### src/rtl/bar_game_ctrl.sv
// ---------------------------------------------------------------------------
// bar_game_ctrl
// Game-state engine for the falling-bar game. It steps a bar down the screen
// once every `cyclesneeded` frame ticks and checks whether the player column
// lines up with the hole when the bar reaches the bottom. It also tracks
// lives, score and speed, and drives the position/status inputs of the vga
// renderer.
//
// Ports
//   dclk          in   system clock
//   clr           in   asynchronous active-high reset
//   tick          in   one-cycle pulse per video frame
//   btn_l/btn_r   in   debounced move buttons (levels)
//   btn_start     in   debounced start/restart button (level)
//   barpos        out  bar top row, 0..BAR_BOTTOM
//   holepos       out  hole column, 0..15
//   plrpos        out  player column, 0..15
//   lives         out  remaining lives
//   cyclesneeded  out  ticks per bar step, 1..7
//   score         out  bars passed, saturating at 255
//   gameover      out  high while in OVER
// ---------------------------------------------------------------------------
module bar_game_ctrl #(
   parameter int BAR_STEP    = 4,
   parameter int BAR_BOTTOM  = 440,
   parameter int INIT_CYCLES = 4
) (
   input  logic       dclk,
   input  logic       clr,
   input  logic       tick,
   input  logic       btn_l,
   input  logic       btn_r,
   input  logic       btn_start,
   output logic [8:0] barpos,
   output logic [3:0] holepos,
   output logic [3:0] plrpos,
   output logic [1:0] lives,
   output logic [2:0] cyclesneeded,
   output logic [7:0] score,
   output logic       gameover
);

   localparam logic [8:0] BOTTOM = 9'(BAR_BOTTOM);
   localparam logic [9:0] STEP   = 10'(BAR_STEP);
   localparam logic [2:0] CYC0   = 3'(INIT_CYCLES);

   typedef enum logic [1:0] {IDLE, PLAY, OVER} state_t;

   state_t     state, state_next;
   logic [8:0] barpos_next;
   logic [3:0] holepos_next, plrpos_next;
   logic [1:0] lives_next;
   logic [2:0] cyclesneeded_next;
   logic [7:0] score_next, score_inc;
   logic       gameover_next;
   logic [2:0] tickcnt, tickcnt_next;
   logic [7:0] lfsr, lfsr_next;
   logic       btn_l_q, btn_r_q, btn_start_q;
   logic       rise_l, rise_r, rise_start;
   logic [9:0] bar_sum;

   assign rise_l     = btn_l & ~btn_l_q;
   assign rise_r     = btn_r & ~btn_r_q;
   assign rise_start = btn_start & ~btn_start_q;
   // One bit wider so the clamp comparison cannot overflow.
   assign bar_sum    = {1'b0, barpos} + STEP;
   assign score_inc  = (score == 8'hFF) ? score : score + 8'd1;

   always_ff @(posedge dclk or posedge clr) begin
      if (clr) begin
         state        <= IDLE;
         barpos       <= '0;
         holepos      <= 4'd5;
         plrpos       <= 4'd7;
         lives        <= 2'd3;
         cyclesneeded <= CYC0;
         score        <= '0;
         gameover     <= 1'b0;
         tickcnt      <= '0;
         lfsr         <= 8'hA5;
         btn_l_q      <= 1'b0;
         btn_r_q      <= 1'b0;
         btn_start_q  <= 1'b0;
      end else begin
         state        <= state_next;
         barpos       <= barpos_next;
         holepos      <= holepos_next;
         plrpos       <= plrpos_next;
         lives        <= lives_next;
         cyclesneeded <= cyclesneeded_next;
         score        <= score_next;
         gameover     <= gameover_next;
         tickcnt      <= tickcnt_next;
         lfsr         <= lfsr_next;
         btn_l_q      <= btn_l;
         btn_r_q      <= btn_r;
         btn_start_q  <= btn_start;
      end
   end

   always_comb begin
      state_next        = state;
      barpos_next       = barpos;
      holepos_next      = holepos;
      plrpos_next       = plrpos;
      lives_next        = lives;
      cyclesneeded_next = cyclesneeded;
      score_next        = score;
      tickcnt_next      = tickcnt;
      // Free-running in every state so the hole sequence depends on player timing.
      lfsr_next         = {lfsr[6:0], lfsr[7] ^ lfsr[5] ^ lfsr[4] ^ lfsr[3]};

      case (state)
         IDLE: begin
            if (rise_start) begin
               holepos_next = lfsr[3:0];
               tickcnt_next = '0;
               state_next   = PLAY;
            end
         end

         PLAY: begin
            // Opposing edges in the same cycle cancel; the ends saturate.
            if (rise_l && !rise_r && plrpos != 4'd0)
               plrpos_next = plrpos - 4'd1;
            else if (rise_r && !rise_l && plrpos != 4'd15)
               plrpos_next = plrpos + 4'd1;

            if (tick) begin
               if (tickcnt != cyclesneeded - 3'd1) begin
                  tickcnt_next = tickcnt + 3'd1;
               end else begin
                  tickcnt_next = '0;
                  if (barpos < BOTTOM) begin
                     barpos_next = (bar_sum > {1'b0, BOTTOM}) ? BOTTOM : bar_sum[8:0];
                  end else if (plrpos == holepos) begin
                     // Crossing uses the pre-move player column.
                     score_next   = score_inc;
                     if (score_inc[1:0] == 2'd0 && cyclesneeded > 3'd1)
                        cyclesneeded_next = cyclesneeded - 3'd1;
                     barpos_next  = '0;
                     holepos_next = lfsr[3:0];
                  end else if (lives > 2'd1) begin
                     lives_next   = lives - 2'd1;
                     barpos_next  = '0;
                     holepos_next = lfsr[3:0];
                  end else begin
                     lives_next = '0;
                     state_next = OVER;
                  end
               end
            end
         end

         OVER: begin
            if (rise_start) begin
               barpos_next       = '0;
               holepos_next      = lfsr[3:0];
               plrpos_next       = 4'd7;
               lives_next        = 2'd3;
               cyclesneeded_next = CYC0;
               score_next        = '0;
               tickcnt_next      = '0;
               state_next        = PLAY;
            end
         end

         default: state_next = IDLE;
      endcase

      gameover_next = (state_next == OVER);
   end

endmodule
### config.mk
export PLATFORM = sky130hd
export DESIGN_NAME = bar_game_ctrl
export DESIGN_NICKNAME = d
export VERILOG_FILES = /design/src/rtl/bar_game_ctrl.sv
export SDC_FILE = /design/constraint.sdc
export NUM_CORES = 1
export LEC_CHECK = 0
export CAP_MARGIN = 10
export CORE_MARGIN = 4
export CORE_UTILIZATION = 30
export CTS_CLUSTER_DIAMETER = 150
export DETAILED_ROUTE_END_ITERATION = 7
export SYNTH_ARGS = -nofsm -noshare
export SYNTH_HDL_FRONTEND = slang
export SYNTH_SLANG_ARGS = --single-unit
### constraint.sdc
create_clock -name dclk -period 2.3 [get_ports dclk]
set_input_delay 0.46 -clock dclk [delete_from_list [all_inputs] [get_ports dclk]]
set_output_delay 0.46 -clock dclk [all_outputs]
set_load 0.02 [all_outputs]
==> results.json, run 1 <==
{
  "die_h_um": 101.6,
  "die-area_sq_um": 10320,
  "setup_viol": 0,
  "port-buffer-count": 34,
  "max_freq_mhz": 454.6,
  "worstHoldPathType": "reg2reg",
  "drive_gt1_share_pct": 22.09,
  "yosysUniqueCellTypes": 59,
  "drc": 0,
  "power_mw": 2.552,
  "synth-async-reset-ratio_pct": 100.0,
  "groute.usage.overall_pct": 12.37,
  "cp_max_fo": 6,
  "fill_cells": 816,
  "cts_sinks": 45,
  "grt-ovfl-total": 0,
  "end_kind": "flip-flop",
  "p_leak_nw": 1.503,
  "yosysWarnings": 0,
  "ios": 37,
  "synth_seq_cells": 45,
  "layout_commonest_cell": "buf_4",
  "syn2layout_area_growth_pct": 32.92,
  "place_congestion": 0.8670,
  "via_per_inst": 5.018,
  "antenna_found_initial": 0,
  "numCtsBuffers": 5,
  "postCtsHoldBufs": 0,
  "tightest_slew_ps": 641.9,
  "grt_max_degree": 46,
  "hold_viol_final": 0,
  "clk_pin_slew_ps": 90,
  "power.density_nw_per_um2": 731.0,
  "num-nets-final": 362,
  "dr.pass1.iters": 4,
  "start_kind": "flip-flop",
  "min_period_ps": 2200,
  "hold-worst-slack_ps": 361.7,
  "grt_pass1_vias": 2258,
  "fin_crit_sh_pct": 95.64,
  "start_util_pct": 31.33,
  "vias": 2253,
  "synth_area_leaders": "dfrtp_1, dfstp_2, ha_1",
  "avgSynthCellArea_sq_um": 9.585,
  "post_dp_cell_area_sq_um": 3341,
  "cts_tree": "yes",
  "coreArea_sq_um": 8382,
  "dpl.hpwl_mm": 4.500,
  "synth.largest_area_cell": "dfrtp_1",
  "die_w_um": 101.6,
  "drt-initial-drc-count": 119,
  "outcome": "finished, final reports clean",
  "crit_type": "reg2reg",
  "row_count": 33,
  "relSlewSlack_pct": 56.75,
  "cts_root_buffer": "clkbuf_8",
  "required_ps": 2500,
  "slew_viol_final": 0,
  "ant_nets": 0,
  "drv_cap": 0,
  "arrival_ps": 2400,
  "wl_per_cell_um": 13.59,
  "yosys.area.top_type_share_pct": 31.44,
  "diodes": 0,
  "clk_latency_ps": 300,
  "peakVddDrop_v": 0.0004660,
  "synth_edf_count": 0,
  "synthFlopType": "dfrtp_1",
  "synthesis.area_sq_um": 2626,
  "final_cell_area_sq_um": 3491,
  "syn_inst": 274,
  "routed_wl_mm": 6.103,
  "yosysSeqAreaShare_pct": 43.45,
  "layout_common_cells": "buf_4, clkdlybuf4s50_1, dfrtp_1",
  "cts_buffer_depth": 2,
  "cts_max_level": 2,
  "grt_pass1_wl_mm": 10.47,
  "fin_skew_ps": 7.334
}
power breakdown:
part           internal [mW]  switching (mW)
Clock                  0.325           0.287
Sequential             0.905          0.0927
Combinational          0.468           0.475
per-stage QoR:
| stage | cells | setup slack, ps | util (%) | setup TNS [ps] |
|---|---|---|---|---|
| 2_1_floorplan | 275 | 6.295 | - | 0 |
| 3_3_place_gp | 441 | -100.0 | 39.86 | -100.0 |
| 3_5_place_dp | 441 | -164.3 | 39.86 | -227.2 |
| 4_1_cts | 449 | 50.51 | 41.23 | 0 |
| 5_1_grt | 449 | -8.443 | 41.65 | -19.47 |
| 6_report | 449 | 100.3 | 41.65 | 0 |
cell families (layout without fill, tap and decap cells):
| group | after synthesis | in the layout | share of synthesized area [%] |
|---|---|---|---|
| adder cells (fa/ha/maj) | 13 | 13 | 6.479 |
| multiplexers | 6 | 6 | 2.525 |
| XOR/XNOR | 12 | 12 | 4.526 |
| other | 1 | 2 | 0.1428 |
| AO/OA/AOI/OAI | 71 | 71 | 18.82 |
| buffers and inverters | 24 | 93 | 3.764 |
| flip-flops | 45 | 45 | 43.45 |
| AND/OR/NAND/NOR | 102 | 102 | 20.29 |
registers in the layout, summed over array words and instances (netlist names), 2 cells and up:
register and count:
tickcnt 3, lfsr 8, barpos 7, score 8, plrpos 4, state 2
cyclesneeded 3, holepos 4, lives 2
critical path: stages (launching register included):
cell     delay (ps)
dfstp_2         560
xnor2_1          70
nand4_1         240
nor2b_1         230
nor3_1           80
o21ai_0         520
mux2_2          400
per-layer routing:
metal | vias up | GRT usage [%] | routed length [um] | share of wire [%]
met5 | - | 0 | 0 | 0
met4 | 0 | 3.783 | 96 | 1.6
met3 | 7 | 2.893 | 257 | 4.2
met2 | 44 | 20.32 | 2864 | 47
met1 | 1074 | 16.18 | 2884 | 47
li1 | 1128 | - | - | -
layout make-up:
cell class	instances	area [sq um]	area share, %
multi-input combinational	206	1428	40.90
sequential	45	1146	32.83
timing repair buffer	71	618.1	17.71
tap	105	131.4	3.763
clock buffer	5	68.82	1.971
inverter	14	52.55	1.505
clock inverter	3	46.29	1.326
cell usage after synthesis, types with 2 or more instances:
cell	n
dfrtp_1	33
nand2_1	26
nor2_1	20
o21ai_0	15
a21oi_1	14
inv_1	14
dfstp_2	12
ha_1	12
nor2b_1	10
clkbuf_1	7
nand3_1	7
nor3_1	7
xnor2_1	7
a21o_1	4
and2_1	4
and3_1	4
mux2_2	4
nand2b_1	4
o31ai_1	4
xor2_1	4
a211oi_1	3
a31oi_1	3
a41oi_1	3
nand4_1	3
nor4_1	3
o21a_1	3
a211o_1	2
a221o_1	2
buf_4	2
nor4b_1	2
o221ai_1	2
o2bb2ai_1	2
o32a_1	2
o41ai_1	2
or2_2	2
or3_1	2
or4b_1	2
final timing paths:
path                       startpoint          to  slack (ps)  cells past startpoint
setup / recovery           holepos[2]  holepos[1]         100                      6
hold / removal                lfsr[6]     lfsr[7]         360                      0
setup reg to reg           holepos[2]  holepos[1]         100                      6
hold reg to reg               lfsr[6]     lfsr[7]         360                      0
max in group asynchronous         clr   barpos[2]        1280                      3
min in group asynchronous         clr     lfsr[1]         590                      3
timing repair:
item	4_1_cts	5_1_grt
gates resized for setup	0	7
setup endpoints to repair	0	13
buffers inserted	0	0
Note: power is estimated with default switching activity, not from simulation.
==> run 2: changes to the inputs <==
--- a/config.mk
+++ b/config.mk
@@ -10,6 +10,7 @@
 export CORE_UTILIZATION = 30
 export CTS_CLUSTER_DIAMETER = 150
 export DETAILED_ROUTE_END_ITERATION = 7
+export PLACE_DENSITY = 0.61
 export SYNTH_ARGS = -nofsm -noshare
 export SYNTH_HDL_FRONTEND = slang
 export SYNTH_SLANG_ARGS = --single-unit
==> run 2 against run 1 <==
  * First-iteration DRC count shrank 5.9%
  * Wire length increased by 0.56%
  * Critical path type unchanged
  * Hold slack lost 4.4 ps
  * Highest routed layer unchanged
  * Core utilization fell by 0.10 points
==> results.json, run 2 (synthesis gave the netlist of run 1 again) <==
{
  "outcome": "finished, final reports clean",
  "rrSetupSlack_ps": 80,
  "slowest_delay_ps": 530,
  "cp_cell_sequence": "ha_4 > nand3_2 > or4b_1 > a2111o_1 > a21o_1 > mux2_1",
  "setup_viol": 0,
  "multi_input_area_sq_um": 1416,
  "num-nets-final": 362,
  "cts_sinks": 45,
  "arrival_ps": 2410,
  "r2r-start": "score[0]",
  "seq_area_sq_um": 1146,
  "critical_path_buf_inv_count": 0,
  "die_h_um": 101.6,
  "die-area_sq_um": 10320,
  "drv_cap": 0,
  "crit_type": "reg2reg",
  "min_period_ps": 2215,
  "slowest_stage": "or4b_1",
  "cp_top_family": "compound AO/OA/AOI/OAI gates",
  "cp_max_fo": 5,
  "final_cell_area_sq_um": 3482,
  "slew_viol_final": 0,
  "fin_crit_sh_pct": 96.32,
  "routed_wl_mm": 6.137,
  "required_ps": 2490,
  "peakVddDrop_v": 0.0006824,
  "cts_root_buffer": "clkbuf_8",
  "ant_nets": 0,
  "coreArea_sq_um": 8382,
  "syn2layout_area_growth_pct": 32.59,
  "layout_commonest_cell": "buf_4",
  "groute.usage.overall_pct": 12.42,
  "clk_latency_ps": 310,
  "dpl.hpwl_mm": 4.570,
  "grt_pass1_vias": 2260,
  "grt_pass1_wl_mm": 10.47,
  "endpoint": "cyclesneeded[0]",
  "timing.rr.end": "cyclesneeded[0]",
  "max_freq_mhz": 451.4,
  "cp-startpoint": "score[0]",
  "post_dp_cell_area_sq_um": 3333,
  "r2r_cells": 6,
  "die_w_um": 101.6,
  "cp_num_cells": 6,
  "power.density_nw_per_um2": 728.2,
  "place_congestion": 0.8841,
  "postCtsHoldBufs": 0,
  "hold_viol_final": 0,
  "ios": 37,
  "grt_max_degree": 28,
  "power_mw": 2.536,
  "diodes": 0,
  "start_kind": "flip-flop",
  "start_util_pct": 31.33,
  "dr.pass1.iters": 4,
  "whs_path_depth": 0,
  "port-buffer-count": 34,
  "cts_tree": "yes",
  "grt-ovfl-total": 0,
  "drt-initial-drc-count": 112,
  "wl_per_cell_um": 13.67,
  "drive_gt1_share_pct": 21.22,
  "row_count": 33,
  "worstHoldPathType": "reg2reg",
  "clk_pin_slew_ps": 90,
  "numCtsBuffers": 5,
  "fill_cells": 823,
  "cts_max_level": 2,
  "drc": 0,
  "antenna_found_initial": 0,
  "end_kind": "flip-flop",
  "reg_top3": "lfsr x8, score x8, barpos x7",
  "cts_buffer_depth": 2,
  "fin_skew_ps": 10.28,
  "via_per_inst": 5.056,
  "vias": 2270,
  "p_leak_nw": 1.503,
  "layout_common_cells": "buf_4, clkdlybuf4s50_1, dfrtp_1",
  "grt_setup_unrepaired": "yes"
}
-- run 2: changes by cell type in the layout (fill, tap and decap cells not counted) --
cell,before,now
clkinv_4,1,0
nand2_1,25,26
nand2_2,1,0
nor3_2,1,0
inv_8,0,1
a21oi_1,13,14
nor3_1,6,7
a21oi_2,1,0
-- run 2: metrics by stage --
step,cells,TNS (ps),setup WS (ps),utilization [%],hold slack (ps)
2_1_floorplan,275,0,6.295,-,333.0
3_3_place_gp,440,-105.8,-105.8,39.77,338.3
3_5_place_dp,440,-214.0,-158.6,39.77,346.5
4_1_cts,448,0,18.25,41.17,361.6
5_1_grt,449,-13.90,-9.672,41.54,368.1
6_report,449,0,84.70,41.54,357.3
-- run 2: worst min path at each step --
stage | startpoint | end
after floorplan | lfsr[6] | lfsr[7]
after global placement | lfsr[6] | lfsr[7]
after detailed placement | lfsr[6] | lfsr[7]
after CTS | lfsr[6] | lfsr[7]
after global routing | lfsr[6] | lfsr[7]
final | lfsr[6] | lfsr[7]
-- run 2: where the power goes --
group	leakage, nW	switching, mW	internal, mW
logic	0.891	0.431	0.446
clock network	0.0563	0.300	0.331
registers	0.556	0.121	0.906
-- run 2: cell type report --
type                    count  share of cell area [%]
clock buffers               5                   1.976
clock inverters             3                   1.401
inverters                  14                   1.509
multi-input cells         206                   40.68
flip-flops and latches     45                   32.91
well taps                 105                   3.773
repair buffers             71                   17.75
-- run 2: repair_timing --
action / CTS / global route
buffers inserted: 0 / 1
gates resized for setup: 0 / 4
endpoints found under the setup margin: 0 / 8
-- run 2: layer usage --
metal	global-route usage, %	vias to the layer above	share of wire, %
met4	2.454	0	0.72
li1	-	1131	-
met5	0	-	0
met1	16.77	1086	48
met2	20.02	49	46
met3	3.512	4	5.2
-- run 2: worst reg2reg max path: stages, from the launching register on --
cell and delay, ps:
dfrtp_2 400, ha_4 150, nand3_2 80, or4b_1 530, a2111o_1 380, a21o_1 230, mux2_1 320
==> run 3: changes to the inputs <==
--- a/config.mk
+++ b/config.mk
@@ -5,12 +5,14 @@
 export SDC_FILE = /design/constraint.sdc
 export NUM_CORES = 1
 export LEC_CHECK = 0
+export ABC_CLOCK_PERIOD_IN_PS = 2300
 export CAP_MARGIN = 10
 export CORE_MARGIN = 4
 export CORE_UTILIZATION = 30
 export CTS_CLUSTER_DIAMETER = 150
 export DETAILED_ROUTE_END_ITERATION = 7
 export PLACE_DENSITY = 0.61
+export RECOVER_POWER = 100
 export SYNTH_ARGS = -nofsm -noshare
 export SYNTH_HDL_FRONTEND = slang
 export SYNTH_SLANG_ARGS = --single-unit
==> run 3 against run 2 <==
  * Critical path type unchanged
  * Combinational power is 3.4% lower
  * Worst setup slack better by 1.0 ps
  * Critical path depth stayed put
  * Flip-flop and latch count stayed put
  * Fmax hardly changed
  * Core utilization is 0.19 points lower
  * Wire length is 0.16% lower
  * Clock power hardly changed
  * Non-clock buffer count stayed put
  * Clock-buffer cell count stayed put
==> results.json, run 3 (synthesis gave the netlist of run 1 again) <==
{
  "fin_skew_ps": 9.852,
  "drv_cap": 0,
  "port-buffer-count": 34,
  "die-area_sq_um": 10320,
  "placed_cells": 440,
  "die_w_um": 101.6,
  "routed_wl_mm": 6.127,
  "place_congestion": 0.8841,
  "peakVddDrop_v": 0.0006782,
  "power.density_nw_per_um2": 721.5,
  "dpl.hpwl_mm": 4.570,
  "multi_input_area_sq_um": 1414,
  "start_kind": "flip-flop",
  "wl_per_cell_um": 13.65,
  "vias": 2263,
  "syn2layout_area_growth_pct": 31.97,
  "dr.pass1.iters": 4,
  "cts_sinks": 45,
  "slew_viol_final": 0,
  "fin_crit_sh_pct": 96.27,
  "max_freq_mhz": 451.6,
  "start_util_pct": 31.33,
  "diodes": 0,
  "layout_common_cells": "buf_4, dlygate4sd3_1, dfrtp_1",
  "fill_cells": 828,
  "die_h_um": 101.6,
  "r2r_cells": 6,
  "worst_slack_ps": 85.70,
  "grt_max_degree": 28,
  "final_util_pct": 41.35,
  "post_dp_cell_area_sq_um": 3333,
  "final_cell_area_sq_um": 3466,
  "min_period_ps": 2214,
  "grt-ovfl-total": 0,
  "num-nets-final": 362,
  "row_count": 33,
  "end_kind": "flip-flop",
  "layout_commonest_cell": "buf_4",
  "worstHoldPathType": "reg2reg",
  "drive_gt1_share_pct": 19.48,
  "outcome": "finished, final reports clean",
  "cts_max_level": 2,
  "whs_path_depth": 0,
  "clk_pin_slew_ps": 90,
  "relSlewSlack_pct": 32.73,
  "coreArea_sq_um": 8382,
  "numCtsBuffers": 5,
  "required_ps": 2490,
  "grt_setup_unrepaired": "yes",
  "cts_tree": "yes",
  "place_ws_ps": -158.6,
  "fin_cells": 449,
  "seq_area_sq_um": 1146,
  "ios": 37,
  "ant_nets": 0,
  "cp_max_fo": 5,
  "drt-initial-drc-count": 97,
  "crit_type": "reg2reg",
  "cts_buffer_depth": 2,
  "reg_top3": "lfsr x8, score x8, barpos x7",
  "drc": 0,
  "groute.usage.overall_pct": 12.42,
  "cts_root_buffer": "clkbuf_8",
  "arrival_ps": 2400,
  "clk_latency_ps": 310,
  "fin_tns_setup_ps": 0,
  "rrSetupSlack_ps": 90,
  "via_per_inst": 5.040,
  "p_leak_nw": 1.573,
  "tightest_slew_ps": 1009,
  "setup_viol": 0,
  "hold_viol_final": 0,
  "grt_pass1_vias": 2260,
  "antenna_found_initial": 0,
  "grt_pass1_wl_mm": 10.47
}
==> run 3: cell types whose count changed in the layout (fill, tap and decap cells not counted) <==
cell	before	now
dfstp_1	0	2
clkbuf_2	0	1
dlygate4sd3_1	0	30
buf_4	37	32
and2_0	0	1
and2_1	4	3
clkbuf_4	0	1
clkbuf_1	0	3
ha_2	1	0
clkdlybuf4s50_1	34	4
dfstp_2	12	10
ha_1	10	11
==> run 3: final cells by class <==
cell class | count | share of cell area (%)
Sequential cell | 45 | 33.07
Clock buffer | 5 | 1.986
Timing Repair Buffer | 71 | 17.44
Tap cell | 105 | 3.791
Clock inverter | 3 | 1.408
Multi-Input combinational cell | 206 | 40.79
Inverter | 14 | 1.516
==> run 3: metrics by stage <==
stage | hold WS [ps] | power, mW
2_1_floorplan | 333.0 | 1.550
3_3_place_gp | 338.3 | 1.899
3_5_place_dp | 346.5 | 1.917
4_1_cts | 361.6 | 2.557
5_1_grt | 368.1 | 2.666
6_report | 357.2 | 2.501
==> run 3: final timing paths <==
kind,from,endpoint
max,score[0],cyclesneeded[0]
min,lfsr[6],lfsr[7]
max reg2reg,score[0],cyclesneeded[0]
min reg2reg,lfsr[6],lfsr[7]
max in group asynchronous,clr,barpos[2]
min in group asynchronous,clr,lfsr[4]
==> run 3: power by group <==
| part | switching (mW) | leakage [nW] | internal [mW] |
|---|---|---|---|
| Combinational | 0.430 | 0.961 | 0.417 |
| Clock | 0.299 | 0.0563 | 0.331 |
| Sequential | 0.118 | 0.556 | 0.906 |
| Total | 0.847 | 1.57 | 1.65 |
==> run 3: critical path, cell delays in order, from the launching register on <==
cell	delay (ps)
dfrtp_2	400
ha_4	150
nand3_2	70
or4b_1	530
a2111o_1	380
a21o_1	230
mux2_1	320
==> run 3: repair_timing <==
action / CTS / global route
gates resized for setup: 0 / 4
setup endpoints to repair: 0 / 8
buffers inserted: 0 / 1
hold buffers: 0 / 0
hold endpoints to repair: 0 / 0
==> run 3: metal layers <==
layer	GRT usage, %	vias up	wire [um]
met5	0	-	0
met4	2.454	0	47
met3	3.512	5	306
met2	20.02	48	2846
met1	16.77	1080	2927
li1	-	1130	-
